`src/rtl/ex_operand_stage_pkg.sv`:
```
`default_nettype none
// +----------------------------------------------------------------------------+
// | Package : ex_pkg                                                           |
// | Purpose : Shared definitions for the ID/EX operand stage: RV32I opcode     |
// |           constants, ALU control codes, operand-source selectors and the   |
// |           packed EX-control record. It also holds the funct3 -> ALU map    |
// |           that R-type and I-type instructions share.                       |
// | Rev     : 1.0  initial release                                             |
// +----------------------------------------------------------------------------+
package ex_pkg;

  // Major opcodes, instruction[6:0]
  localparam logic [6:0] OP_RTYPE  = 7'b0110011;
  localparam logic [6:0] OP_ITYPE  = 7'b0010011;
  localparam logic [6:0] OP_LOAD   = 7'b0000011;
  localparam logic [6:0] OP_STORE  = 7'b0100011;
  localparam logic [6:0] OP_BRANCH = 7'b1100011;
  localparam logic [6:0] OP_LUI    = 7'b0110111;
  localparam logic [6:0] OP_AUIPC  = 7'b0010111;

  // ALU control codes, shared with the downstream ALU block
  typedef logic [3:0] alu_ctl_t;
  localparam alu_ctl_t ALU_AND = 4'b0000;
  localparam alu_ctl_t ALU_OR  = 4'b0001;
  localparam alu_ctl_t ALU_ADD = 4'b0010;
  localparam alu_ctl_t ALU_XOR = 4'b0011;
  localparam alu_ctl_t ALU_SUB = 4'b0110;
  localparam alu_ctl_t ALU_SLT = 4'b0111;

  typedef enum logic [1:0] {
    SRC_A_RS1  = 2'd0,
    SRC_A_PC   = 2'd1,
    SRC_A_ZERO = 2'd2
  } src_a_e;

  typedef enum logic {
    SRC_B_RS2 = 1'b0,
    SRC_B_IMM = 1'b1
  } src_b_e;

  typedef struct packed {
    alu_ctl_t alu_ctl;
    src_a_e   src_a;
    src_b_e   src_b;
    logic     regwrite;
    logic     memread;
    logic     memwrite;
    logic     branch;
    logic     branch_ne;
  } ex_ctrl_t;

  // Control word of a bubble; also the reset value
  localparam ex_ctrl_t CTRL_NOP = '{
    alu_ctl:   ALU_ADD,
    src_a:     SRC_A_RS1,
    src_b:     SRC_B_RS2,
    regwrite:  1'b0,
    memread:   1'b0,
    memwrite:  1'b0,
    branch:    1'b0,
    branch_ne: 1'b0
  };

  // funct3 values the ALU supports for register/immediate arithmetic
  function automatic logic f3_legal(input logic [2:0] f3);
    return (f3 == 3'b000) || (f3 == 3'b111) || (f3 == 3'b110) ||
           (f3 == 3'b100) || (f3 == 3'b010);
  endfunction

  // sub selects SUB for funct3 000 (R-type funct7[5]; always 0 for I-type)
  function automatic alu_ctl_t f3_to_alu(input logic [2:0] f3, input logic sub);
    alu_ctl_t res;
    case (f3)
      3'b000:  res = sub ? ALU_SUB : ALU_ADD;
      3'b111:  res = ALU_AND;
      3'b110:  res = ALU_OR;
      3'b100:  res = ALU_XOR;
      3'b010:  res = ALU_SLT;
      default: res = ALU_ADD;
    endcase
    return res;
  endfunction

endpackage
`default_nettype wire

```
`src/rtl/ex_operand_stage_if.sv`:
```
`default_nettype none
// +----------------------------------------------------------------------------+
// | Interface : ex_operand_stage_if                                            |
// | Purpose   : Bundles the decode-side inputs, MEM/WB forwarding inputs and   |
// |             the EX-side outputs of the operand stage.                      |
// | Modports  : master - pipeline/control side (drives id_*, flush, mem_*,     |
// |                      wb_*; observes id_stall and ex_*)                     |
// |             slave  - the ex_operand_stage block                            |
// | Rev       : 1.0  initial release                                           |
// +----------------------------------------------------------------------------+
interface ex_operand_stage_if
  import ex_pkg::*;
#(
  parameter int DATA_WIDTH = 32,
  parameter int REG_ADDR_W = 5
) ();

  // Decode stage
  logic                  id_valid;
  logic [DATA_WIDTH-1:0] id_pc;
  logic [6:0]            id_opcode;
  logic [2:0]            id_funct3;
  logic                  id_funct7_5;
  logic [REG_ADDR_W-1:0] id_rs1;
  logic [REG_ADDR_W-1:0] id_rs2;
  logic [REG_ADDR_W-1:0] id_rd;
  logic [DATA_WIDTH-1:0] id_rs1_data;
  logic [DATA_WIDTH-1:0] id_rs2_data;
  logic [DATA_WIDTH-1:0] id_imm;
  logic                  flush;

  // Forwarding sources
  logic                  mem_regwrite;
  logic [REG_ADDR_W-1:0] mem_rd;
  logic [DATA_WIDTH-1:0] mem_result;
  logic                  wb_regwrite;
  logic [REG_ADDR_W-1:0] wb_rd;
  logic [DATA_WIDTH-1:0] wb_result;

  // Stage outputs
  logic                  id_stall;
  logic                  ex_valid;
  logic [DATA_WIDTH-1:0] ex_A;
  logic [DATA_WIDTH-1:0] ex_B;
  alu_ctl_t              ex_ALUCtl;
  logic [REG_ADDR_W-1:0] ex_rd;
  logic                  ex_regwrite;
  logic                  ex_memread;
  logic                  ex_memwrite;
  logic                  ex_branch;
  logic                  ex_branch_ne;
  logic [DATA_WIDTH-1:0] ex_store_data;
  logic                  ex_illegal;

  modport master (
    output id_valid, id_pc, id_opcode, id_funct3, id_funct7_5,
           id_rs1, id_rs2, id_rd, id_rs1_data, id_rs2_data, id_imm, flush,
           mem_regwrite, mem_rd, mem_result, wb_regwrite, wb_rd, wb_result,
    input  id_stall, ex_valid, ex_A, ex_B, ex_ALUCtl, ex_rd, ex_regwrite,
           ex_memread, ex_memwrite, ex_branch, ex_branch_ne, ex_store_data,
           ex_illegal
  );

  modport slave (
    input  id_valid, id_pc, id_opcode, id_funct3, id_funct7_5,
           id_rs1, id_rs2, id_rd, id_rs1_data, id_rs2_data, id_imm, flush,
           mem_regwrite, mem_rd, mem_result, wb_regwrite, wb_rd, wb_result,
    output id_stall, ex_valid, ex_A, ex_B, ex_ALUCtl, ex_rd, ex_regwrite,
           ex_memread, ex_memwrite, ex_branch, ex_branch_ne, ex_store_data,
           ex_illegal
  );

endinterface
`default_nettype wire

```
`src/rtl/ex_operand_stage_fwd_mux.sv`:
```
`default_nettype none
// +----------------------------------------------------------------------------+
// | Module  : fwd_mux                                                          |
// | Purpose : Forwarding selector for one source operand. The MEM-stage result |
// |           has priority over the WB-stage result. With no match the         |
// |           register-file value is passed through. x0 never forwards.        |
// | Ports   : src_idx/reg_data  - registered source index and RF read data     |
// |           mem_*/wb_*        - producer write enables, dests and results    |
// |           data              - resolved operand value                       |
// | Rev     : 1.0  initial release                                             |
// +----------------------------------------------------------------------------+
module fwd_mux #(
  parameter int DATA_WIDTH = 32,
  parameter int REG_ADDR_W = 5
) (
  input  logic [REG_ADDR_W-1:0] src_idx,
  input  logic [DATA_WIDTH-1:0] reg_data,
  input  logic                  mem_regwrite,
  input  logic [REG_ADDR_W-1:0] mem_rd,
  input  logic [DATA_WIDTH-1:0] mem_result,
  input  logic                  wb_regwrite,
  input  logic [REG_ADDR_W-1:0] wb_rd,
  input  logic [DATA_WIDTH-1:0] wb_result,
  output logic [DATA_WIDTH-1:0] data
);

  logic w_mem_hit;
  logic w_wb_hit;

  assign w_mem_hit = mem_regwrite && (mem_rd != '0) && (mem_rd == src_idx);
  assign w_wb_hit  = wb_regwrite  && (wb_rd  != '0) && (wb_rd  == src_idx);

  always_comb begin
    data = reg_data;
    if (w_mem_hit) begin
      data = mem_result;
    end else if (w_wb_hit) begin
      data = wb_result;
    end
  end

endmodule
`default_nettype wire

```
`src/rtl/ex_operand_stage.sv`:
```
`default_nettype none
// +----------------------------------------------------------------------------+
// | Module  : ex_operand_stage                                                 |
// | Purpose : ID/EX pipeline register of the RISC-V core. It decodes ALU       |
// |           control and operand sources, detects load-use hazards (one       |
// |           bubble per pair) and drops unsupported instructions with a       |
// |           one-cycle ex_illegal pulse. It also resolves MEM/WB forwarding   |
// |           on the registered sources to drive ex_A / ex_B / ex_ALUCtl.      |
// | Ports   : clk, rst_n - core clock, asynchronous active-low reset           |
// |           bus        - ex_operand_stage_if.slave (decode inputs, flush,    |
// |                        forwarding inputs, id_stall and all ex_* outputs)   |
// | Rev     : 1.0  initial release                                             |
// +----------------------------------------------------------------------------+
module ex_operand_stage
  import ex_pkg::*;
#(
  parameter int DATA_WIDTH = 32,
  parameter int REG_ADDR_W = 5
) (
  input  logic               clk,
  input  logic               rst_n,
  ex_operand_stage_if.slave  bus
);

  // ---------------------------------------------------------------- decode
  ex_ctrl_t w_ctrl;
  ex_ctrl_t w_ctrl_q;
  logic     w_illegal;
  logic     w_uses_rs1;
  logic     w_uses_rs2;
  logic     w_stall;
  logic     w_bubble;

  always_comb begin
    w_ctrl     = CTRL_NOP;
    w_illegal  = 1'b0;
    w_uses_rs1 = 1'b0;
    w_uses_rs2 = 1'b0;
    case (bus.id_opcode)
      OP_RTYPE: begin
        w_ctrl.alu_ctl  = f3_to_alu(bus.id_funct3, bus.id_funct7_5);
        w_ctrl.regwrite = 1'b1;
        w_uses_rs1      = 1'b1;
        w_uses_rs2      = 1'b1;
        w_illegal       = !f3_legal(bus.id_funct3);
      end
      OP_ITYPE: begin
        // instruction[30] belongs to the immediate here, so no SUB
        w_ctrl.alu_ctl  = f3_to_alu(bus.id_funct3, 1'b0);
        w_ctrl.src_b    = SRC_B_IMM;
        w_ctrl.regwrite = 1'b1;
        w_uses_rs1      = 1'b1;
        w_illegal       = !f3_legal(bus.id_funct3);
      end
      OP_LOAD: begin
        w_ctrl.src_b    = SRC_B_IMM;
        w_ctrl.memread  = 1'b1;
        w_ctrl.regwrite = 1'b1;
        w_uses_rs1      = 1'b1;
      end
      OP_STORE: begin
        // rs2 is the store data, carried on ex_store_data
        w_ctrl.src_b    = SRC_B_IMM;
        w_ctrl.memwrite = 1'b1;
        w_uses_rs1      = 1'b1;
        w_uses_rs2      = 1'b1;
      end
      OP_BRANCH: begin
        w_ctrl.alu_ctl   = ALU_SUB;
        w_ctrl.branch    = 1'b1;
        w_ctrl.branch_ne = bus.id_funct3[0];
        w_uses_rs1       = 1'b1;
        w_uses_rs2       = 1'b1;
        w_illegal        = (bus.id_funct3[2:1] != 2'b00);
      end
      OP_LUI: begin
        w_ctrl.src_a    = SRC_A_ZERO;
        w_ctrl.src_b    = SRC_B_IMM;
        w_ctrl.regwrite = 1'b1;
      end
      OP_AUIPC: begin
        w_ctrl.src_a    = SRC_A_PC;
        w_ctrl.src_b    = SRC_B_IMM;
        w_ctrl.regwrite = 1'b1;
      end
      default: begin
        w_illegal = 1'b1;
      end
    endcase
  end

  // Side-effect flags only survive for a valid instruction
  always_comb begin
    w_ctrl_q           = w_ctrl;
    w_ctrl_q.regwrite  = w_ctrl.regwrite  & bus.id_valid;
    w_ctrl_q.memread   = w_ctrl.memread   & bus.id_valid;
    w_ctrl_q.memwrite  = w_ctrl.memwrite  & bus.id_valid;
    w_ctrl_q.branch    = w_ctrl.branch    & bus.id_valid;
    w_ctrl_q.branch_ne = w_ctrl.branch_ne & bus.id_valid;
  end

  // ---------------------------------------------------------- ID/EX register
  logic                  r_valid;
  ex_ctrl_t              r_ctrl;
  logic [DATA_WIDTH-1:0] r_pc;
  logic [DATA_WIDTH-1:0] r_imm;
  logic [DATA_WIDTH-1:0] r_rs1_data;
  logic [DATA_WIDTH-1:0] r_rs2_data;
  logic [REG_ADDR_W-1:0] r_rs1;
  logic [REG_ADDR_W-1:0] r_rs2;
  logic [REG_ADDR_W-1:0] r_rd;
  logic                  r_illegal;

  // The load sits in EX for one cycle only, so the bubble it causes
  // clears r_valid and the stall cannot repeat for the same pair.
  assign w_stall = bus.id_valid && !bus.flush && r_valid && r_ctrl.memread &&
                   (r_rd != '0) &&
                   (((r_rd == bus.id_rs1) && w_uses_rs1) ||
                    ((r_rd == bus.id_rs2) && w_uses_rs2));

  assign w_bubble = bus.flush || w_stall || (w_illegal && bus.id_valid);

  always_ff @(posedge clk or negedge rst_n) begin
    if (!rst_n) begin
      r_valid    <= 1'b0;
      r_ctrl     <= CTRL_NOP;
      r_pc       <= '0;
      r_imm      <= '0;
      r_rs1_data <= '0;
      r_rs2_data <= '0;
      r_rs1      <= '0;
      r_rs2      <= '0;
      r_rd       <= '0;
      r_illegal  <= 1'b0;
    end else if (w_bubble) begin
      // Bubble fields are zeroed so ex_A/ex_B stay deterministic
      r_valid    <= 1'b0;
      r_ctrl     <= CTRL_NOP;
      r_pc       <= '0;
      r_imm      <= '0;
      r_rs1_data <= '0;
      r_rs2_data <= '0;
      r_rs1      <= '0;
      r_rs2      <= '0;
      r_rd       <= '0;
      r_illegal  <= !bus.flush && !w_stall && w_illegal && bus.id_valid;
    end else begin
      r_valid    <= bus.id_valid;
      r_ctrl     <= w_ctrl_q;
      r_pc       <= bus.id_pc;
      r_imm      <= bus.id_imm;
      r_rs1_data <= bus.id_rs1_data;
      r_rs2_data <= bus.id_rs2_data;
      r_rs1      <= bus.id_rs1;
      r_rs2      <= bus.id_rs2;
      r_rd       <= bus.id_rd;
      r_illegal  <= 1'b0;
    end
  end

  // ------------------------------------------------------------- forwarding
  logic [DATA_WIDTH-1:0] w_fwd_rs1;
  logic [DATA_WIDTH-1:0] w_fwd_rs2;
  logic [DATA_WIDTH-1:0] w_a;

  fwd_mux #(.DATA_WIDTH(DATA_WIDTH), .REG_ADDR_W(REG_ADDR_W)) u_fwd_rs1 (
    .src_idx      (r_rs1),
    .reg_data     (r_rs1_data),
    .mem_regwrite (bus.mem_regwrite),
    .mem_rd       (bus.mem_rd),
    .mem_result   (bus.mem_result),
    .wb_regwrite  (bus.wb_regwrite),
    .wb_rd        (bus.wb_rd),
    .wb_result    (bus.wb_result),
    .data         (w_fwd_rs1)
  );

  fwd_mux #(.DATA_WIDTH(DATA_WIDTH), .REG_ADDR_W(REG_ADDR_W)) u_fwd_rs2 (
    .src_idx      (r_rs2),
    .reg_data     (r_rs2_data),
    .mem_regwrite (bus.mem_regwrite),
    .mem_rd       (bus.mem_rd),
    .mem_result   (bus.mem_result),
    .wb_regwrite  (bus.wb_regwrite),
    .wb_rd        (bus.wb_rd),
    .wb_result    (bus.wb_result),
    .data         (w_fwd_rs2)
  );

  always_comb begin
    w_a = '0;
    case (r_ctrl.src_a)
      SRC_A_RS1:  w_a = w_fwd_rs1;
      SRC_A_PC:   w_a = r_pc;
      SRC_A_ZERO: w_a = '0;
      default:    w_a = '0;
    endcase
  end

  // ---------------------------------------------------------------- outputs
  assign bus.id_stall      = w_stall;
  assign bus.ex_valid      = r_valid;
  assign bus.ex_A          = w_a;
  assign bus.ex_B          = (r_ctrl.src_b == SRC_B_IMM) ? r_imm : w_fwd_rs2;
  assign bus.ex_ALUCtl     = r_ctrl.alu_ctl;
  assign bus.ex_rd         = r_rd;
  assign bus.ex_regwrite   = r_ctrl.regwrite;
  assign bus.ex_memread    = r_ctrl.memread;
  assign bus.ex_memwrite   = r_ctrl.memwrite;
  assign bus.ex_branch     = r_ctrl.branch;
  assign bus.ex_branch_ne  = r_ctrl.branch_ne;
  assign bus.ex_store_data = w_fwd_rs2;
  assign bus.ex_illegal    = r_illegal;

endmodule
`default_nettype wire

```
`src/flat_wrapper.sv`:
```
// flat-port wrapper written by rule: the top's interface ports become plain ports
module ex_operand_stage_flat import ex_pkg::*;
#(
  parameter int DATA_WIDTH = 32,
  parameter int REG_ADDR_W = 5
)
  (clk, rst_n, bus_id_valid, bus_id_pc, bus_id_opcode, bus_id_funct3, bus_id_funct7_5, bus_id_rs1, bus_id_rs2, bus_id_rd, bus_id_rs1_data, bus_id_rs2_data, bus_id_imm, bus_flush, bus_mem_regwrite, bus_mem_rd, bus_mem_result, bus_wb_regwrite, bus_wb_rd, bus_wb_result, bus_id_stall, bus_ex_valid, bus_ex_A, bus_ex_B, bus_ex_ALUCtl, bus_ex_rd, bus_ex_regwrite, bus_ex_memread, bus_ex_memwrite, bus_ex_branch, bus_ex_branch_ne, bus_ex_store_data, bus_ex_illegal);
  ex_operand_stage_if #(.DATA_WIDTH(DATA_WIDTH), .REG_ADDR_W(REG_ADDR_W)) bus_i ();
  input  logic clk;
  input  logic rst_n;
  input wire logic [$bits(bus_i.id_valid)-1:0] bus_id_valid;
  input wire logic [$bits(bus_i.id_pc)-1:0] bus_id_pc;
  input wire logic [$bits(bus_i.id_opcode)-1:0] bus_id_opcode;
  input wire logic [$bits(bus_i.id_funct3)-1:0] bus_id_funct3;
  input wire logic [$bits(bus_i.id_funct7_5)-1:0] bus_id_funct7_5;
  input wire logic [$bits(bus_i.id_rs1)-1:0] bus_id_rs1;
  input wire logic [$bits(bus_i.id_rs2)-1:0] bus_id_rs2;
  input wire logic [$bits(bus_i.id_rd)-1:0] bus_id_rd;
  input wire logic [$bits(bus_i.id_rs1_data)-1:0] bus_id_rs1_data;
  input wire logic [$bits(bus_i.id_rs2_data)-1:0] bus_id_rs2_data;
  input wire logic [$bits(bus_i.id_imm)-1:0] bus_id_imm;
  input wire logic [$bits(bus_i.flush)-1:0] bus_flush;
  input wire logic [$bits(bus_i.mem_regwrite)-1:0] bus_mem_regwrite;
  input wire logic [$bits(bus_i.mem_rd)-1:0] bus_mem_rd;
  input wire logic [$bits(bus_i.mem_result)-1:0] bus_mem_result;
  input wire logic [$bits(bus_i.wb_regwrite)-1:0] bus_wb_regwrite;
  input wire logic [$bits(bus_i.wb_rd)-1:0] bus_wb_rd;
  input wire logic [$bits(bus_i.wb_result)-1:0] bus_wb_result;
  output wire logic [$bits(bus_i.id_stall)-1:0] bus_id_stall;
  output wire logic [$bits(bus_i.ex_valid)-1:0] bus_ex_valid;
  output wire logic [$bits(bus_i.ex_A)-1:0] bus_ex_A;
  output wire logic [$bits(bus_i.ex_B)-1:0] bus_ex_B;
  output wire logic [$bits(bus_i.ex_ALUCtl)-1:0] bus_ex_ALUCtl;
  output wire logic [$bits(bus_i.ex_rd)-1:0] bus_ex_rd;
  output wire logic [$bits(bus_i.ex_regwrite)-1:0] bus_ex_regwrite;
  output wire logic [$bits(bus_i.ex_memread)-1:0] bus_ex_memread;
  output wire logic [$bits(bus_i.ex_memwrite)-1:0] bus_ex_memwrite;
  output wire logic [$bits(bus_i.ex_branch)-1:0] bus_ex_branch;
  output wire logic [$bits(bus_i.ex_branch_ne)-1:0] bus_ex_branch_ne;
  output wire logic [$bits(bus_i.ex_store_data)-1:0] bus_ex_store_data;
  output wire logic [$bits(bus_i.ex_illegal)-1:0] bus_ex_illegal;
  assign bus_i.id_valid = bus_id_valid;
  assign bus_i.id_pc = bus_id_pc;
  assign bus_i.id_opcode = bus_id_opcode;
  assign bus_i.id_funct3 = bus_id_funct3;
  assign bus_i.id_funct7_5 = bus_id_funct7_5;
  assign bus_i.id_rs1 = bus_id_rs1;
  assign bus_i.id_rs2 = bus_id_rs2;
  assign bus_i.id_rd = bus_id_rd;
  assign bus_i.id_rs1_data = bus_id_rs1_data;
  assign bus_i.id_rs2_data = bus_id_rs2_data;
  assign bus_i.id_imm = bus_id_imm;
  assign bus_i.flush = bus_flush;
  assign bus_i.mem_regwrite = bus_mem_regwrite;
  assign bus_i.mem_rd = bus_mem_rd;
  assign bus_i.mem_result = bus_mem_result;
  assign bus_i.wb_regwrite = bus_wb_regwrite;
  assign bus_i.wb_rd = bus_wb_rd;
  assign bus_i.wb_result = bus_wb_result;
  assign bus_id_stall = bus_i.id_stall;
  assign bus_ex_valid = bus_i.ex_valid;
  assign bus_ex_A = bus_i.ex_A;
  assign bus_ex_B = bus_i.ex_B;
  assign bus_ex_ALUCtl = bus_i.ex_ALUCtl;
  assign bus_ex_rd = bus_i.ex_rd;
  assign bus_ex_regwrite = bus_i.ex_regwrite;
  assign bus_ex_memread = bus_i.ex_memread;
  assign bus_ex_memwrite = bus_i.ex_memwrite;
  assign bus_ex_branch = bus_i.ex_branch;
  assign bus_ex_branch_ne = bus_i.ex_branch_ne;
  assign bus_ex_store_data = bus_i.ex_store_data;
  assign bus_ex_illegal = bus_i.ex_illegal;
  ex_operand_stage #(.DATA_WIDTH(DATA_WIDTH), .REG_ADDR_W(REG_ADDR_W)) u_core (.clk(clk), .rst_n(rst_n), .bus(bus_i));
endmodule
```
`config.mk`:
```
export PLATFORM = sky130hd
export DESIGN_NAME = ex_operand_stage_flat
export DESIGN_NICKNAME = d
export VERILOG_FILES = /design/src/rtl/ex_operand_stage_pkg.sv /design/src/rtl/ex_operand_stage_if.sv /design/src/rtl/ex_operand_stage_fwd_mux.sv /design/src/rtl/ex_operand_stage.sv /design/src/flat_wrapper.sv
export SDC_FILE = /design/constraint.sdc
export NUM_CORES = 1
export LEC_CHECK = 0
export ABC_AREA = 1
export CAP_MARGIN = 25
export CORE_UTILIZATION = 35
export CTS_CLUSTER_DIAMETER = 60
export DETAILED_ROUTE_END_ITERATION = 16
export GPL_TIMING_DRIVEN = 0
export PLACE_DENSITY = 0.68
export SYNTH_ARGS = -nofsm -noshare
export SYNTH_HDL_FRONTEND = slang
export SYNTH_SLANG_ARGS = --single-unit
```
`constraint.sdc`:
```
create_clock -name clk -period 3.01 [get_ports clk]
set_clock_uncertainty 0.05 [all_clocks]
set_input_delay 0.4515 -clock clk [delete_from_list [all_inputs] [get_ports clk]]
set_output_delay 0.4515 -clock clk [all_outputs]
set_load 0.05 [all_outputs]
```
==> results of run 1 <==
[how the worst max path moves through the flow]
stage / startpoint / to / cells past startpoint
after floorplan: bus_mem_rd[1] / bus_ex_A[21] / 8
after global placement: rst_n / u_core.bus.ex_rd[1]$_DFF_PN0_ / 1
after detailed placement: bus_mem_rd[3] / bus_ex_A[18] / 11
after CTS: bus_wb_rd[1] / bus_ex_A[18] / 12
after global routing: u_core.r_rs1[3]$_DFF_PN0_ / bus_ex_A[29] / 8
final: bus_wb_rd[2] / bus_ex_A[18] / 11
[cells in the final DEF (no fill, tap or decap), types with 5 or more instances in the layout]
cell type / Yosys / layout
nand2_1: 298 / 295
xnor2_1: 8 / 8
clkbuf_1: 19 / 12
buf_2: 19 / 42
clkbuf_16: 0 / 17
nor2_1: 174 / 173
clkbuf_2: 0 / 9
inv_1: 196 / 195
clkdlybuf4s50_1: 0 / 238
nand3_1: 130 / 129
dfrtp_1: 155 / 155
o211ai_1: 26 / 26
o21ai_1: 6 / 5
buf_6: 11 / 23
buf_4: 6 / 48
o21ai_0: 8 / 8
clkinvlp_4: 0 / 8
clkbuf_4: 0 / 21
xor2_1: 17 / 17
dlygate4sd2_1: 0 / 8
and2_1: 32 / 32
nor3_1: 8 / 7
[stage by stage]
step / utilization [%] / setup TNS [ns]
2_1_floorplan: - / 0
5_1_grt: 54.97 / -0.006176
6_report: 54.98 / 0
4_1_cts: 54.40 / -0.0002380
3_5_place_dp: 53.05 / -76.32
3_3_place_gp: 52.91 / -876.98
[cell families (layout without fill, tap and decap cells)]
logic type | Yosys count | after routing | synth area share (%)
simple gates | 653 | 653 | 33.17
buf+inv | 260 | 643 | 13.34
flops | 156 | 156 | 47.16
compound gates | 46 | 46 | 3.642
xor+xnor | 25 | 25 | 2.644
other cells | 1 | 2 | 0.04529
[per-layer routing]
layer	vias to the layer above	part of all wire (%)	track usage, %
met5	-	0	0
met4	0	2.6	9.477
met3	52	6.5	5.750
met2	324	47	42.84
met1	3907	44	34.72
li1	4165	-	-
[power by group through the flow]
stage	clock [mW]	sequential, mW	combinational [mW]
floorplan	0	2.26	0.646
global placement	0	2.25	1.33
detailed placement	0	2.25	1.34
CTS	2.05	2.21	1.30
global route	2.14	2.22	1.40
finish	2.01	2.21	1.31
[what timing repair did]
item,4_1_cts,5_1_grt
gates cloned,0,0
endpoints found under the setup margin,97,93
resized for setup,561,45
pin swaps,5,9
setup buffers,2,2
hold endpoints to repair,64,0
hold buffers,1,0
[sequential cells by signal (all words and copies together) (netlist names)]
name,count
u_core.r_ctrl,3
u_core.r_rs1,5
u_core.r_imm,32
u_core.bus.ex_memread,1
u_core.r_rs1_data,32
u_core.r_rs2_data,32
u_core.bus.ex_rd,5
u_core.r_pc,32
u_core.r_rs2,5
u_core.bus.ex_regwrite,1
u_core.bus.ex_memwrite,1
u_core.bus.ex_valid,1
u_core.bus.ex_illegal,1
u_core.bus.ex_branch,1
u_core.bus.ex_branch_ne,1
u_core.bus.ex_ALUCtl,3
[critical path: stages]
cell and delay (ns):
clkdlybuf4s50_1 0.57, xor2_1 0.25, nor3_4 0.07, buf_4 0.17, nand2_4 0.11, buf_8 0.16, nand2_1 0.06, nand3_1 0.07
o211ai_1 0.09, nand2_1 0.20, buf_6 0.18
[cell type report]
type	count	share of cell area, %
Clock inverter	11	0.6951
Inverter	200	6.028
Clock buffer	21	3.575
Tap cell	313	3.108
Buffer	60	3.615
Sequential cell	156	30.99
Timing Repair Buffer	351	25.64
Antenna cell	1	0.01986
Multi-Input combinational cell	725	26.33
==> implementation parameters, run 1 <==
Parameter                              Value

Run status
  Status ... finished, final reports clean

Power and ir drop
  Power consumption ... between 5 and 6 mW
  Power per cell area ... around 440 mW/mm^2
  Clock share of power ... a little over a third
  Share of total power in sequential cells ... approximately two fifths
  Fraction of power spent switching nets ... 31.37%
  Cell leakage power ... 6.904 nW
  Cell-internal power ... around 3.8 mW
  Peak VDD IR ... ~0.29 mV
  Proportion of power drawn by combinational gates ... a little under a quarter
  Net Sw Power ... ~1.7 mW

Worst setup path
  Sort of element at the end of the critical path ... output pin
  Depth of the worst register-to-register path ... 10
  Category of the most critical setup path ... input port to output pin
  End of the worst register-to-register path ... u_core.r_rs2_data[20]$_DFF_PN0_
  Launch instance of the worst register-to-register path ... u_core.bus.ex_rd[2]$_DFF_PN0_
  Register-to-Register Setup Slack ... roughly 1.2 ns
  Largest fanout on the critical path ... 10
  Arr. time, crit path ... about 2.4 ns
  Data required time at the worst endpoint ... between 2 and 3 ns
  Type of origin of the critical path ... input port

Final layout
  Flip-flop and latch area ... 0.003905 mm^2
  Final non-filler cell total ... ~1800
  Final design instance area without fill ... between 0.01 and 0.015 mm^2
  Share of cells above drive strength 1 ... about an eighth
  Area occupied by multi-input gates ... around 0.0033 mm^2
  # fillers ... between 2000 and 2500
  Net count, final ... approximately 1700
  Synth-to-layout area growth ... 52.16%

Yosys
  Mean cell area of the mapped netlist ... a little over 7 um^2
  Dominant cells by area after synthesis ... dfrtp_1 (47%), nand2_1 (14%), inv_1 (8.9%)
  Sequential area share after synthesis ... ~47%
  Library cell with the largest summed area after synthesis ... dfrtp_1
  Area share of the largest cell type after synthesis ... 46.84%
  Cells after synthesis ... approximately 1100
  Top flip-flop cell by instance count after synthesis ... dfrtp_1
  Syn. warnings ... 0
  Synthesized cell area ... 0.008280 mm^2
  Post-synth EDFFs ... 0
  Most frequent cell after synthesis ... nand2_1
  Most instantiated cells after synthesis ... nand2_1 (298), inv_1 (196), nor2_1 (174)
  Seq cells post-synth ... ~160
  Number of nets in the synthesized netlist ... between 1000 and 1500
  Count of different cell masters after synthesis ... 32
  Share of flip-flops with an asynchronous set or reset after synthesis ... between 90% and 100%

Die
  Area of the core region ... about 0.023 mm^2
  DIE AREA ... around 0.024 mm^2
  Die height ... between 150 and 200 um
  FP Rows ... 55
  DIE WIDTH ... approximately 160 um
  Effective utilization at floorplan ... a little over a third
  Number of I/O pins ... roughly 350

Hold path
  Hold path startpoint ... bus_id_imm[5]
  Worst min-delay path endpoint ... u_core.r_imm[5]$_DFF_PN0_
  HP Class ... input port to flip-flop
  Min-Delay Path Depth ... 3

Drt
  Remaining antenna violation count after routing ... 0
  TritonRoute pass-1 iters ... 5
  Starting DRT DRC Count ... between 400 and 500
  Final wirelength ... 31550 um
  Vias after detailed routing ... 8448
  Remaining DRCs ... 0
  DR vias/cell ... 4.596
  Per-cell routed wire length ... 17.17 um

STA
  Hold Worst Slack ... roughly 0.48 ns
  Post-route clock period utilization ... 95.96%
  Post-route minimum period ... roughly 2.9 ns
  Hold Vio Cnt, Final ... 0
  Maximum operating frequency ... 346.2 MHz
  Worst relative slew slack ... 42.24%
  Slew at the pin closest to its max-slew limit ... around 0.87 ns
  Post-route worst setup slack ... 0.1215 ns
  Count of final setup violators ... 0
  Max Transition Viols Final ... 0

Global route
  Total global routing overflow ... 0
  Overall global routing resource usage ... roughly a quarter
  First-pass GRT wire length ... roughly 48000 um
  Number of antenna violations at the first check in global routing ... 1
  Maximum number of pins on one net before global-route repair ... 93
  Via count of the first global-routing pass ... 8459

Clock tree
  Insertion delay of the later-clocked pin in the worst-skew pair ... approximately 0.42 ns
  CTS H-Tree Depth ... 4
  Max clock buf depth ... 2
  TritonCTS Sinks ... around 160
  CTS buffer count ... 17
  Clock transition at the registers of the reported paths ... about 0.07 ns
  Clock root cell ... clkbuf_16
  Clock tree from TritonCTS ... done

Placed design
  Placer congestion estimate ... 0.8779
  Count of input and output buffers ... 345
  Worst setup timing slack at the placement stage ... -1.137 ns
  Cell total after placement ... 1800
  Post-detail-place hpwl ... 24020 um
  Placed Instance Area ... roughly 0.012 mm^2

Flow run
  Max Cap Viol ... 0
(Power assumes the default switching activity.)
==> run 2: changes to the inputs <==
- CORE_MARGIN: unset -> 1
- SLEW_MARGIN: unset -> 0
==> results of run 2 <==
Same layout as run 1: the final DEF is identical, and so are final timing and power.
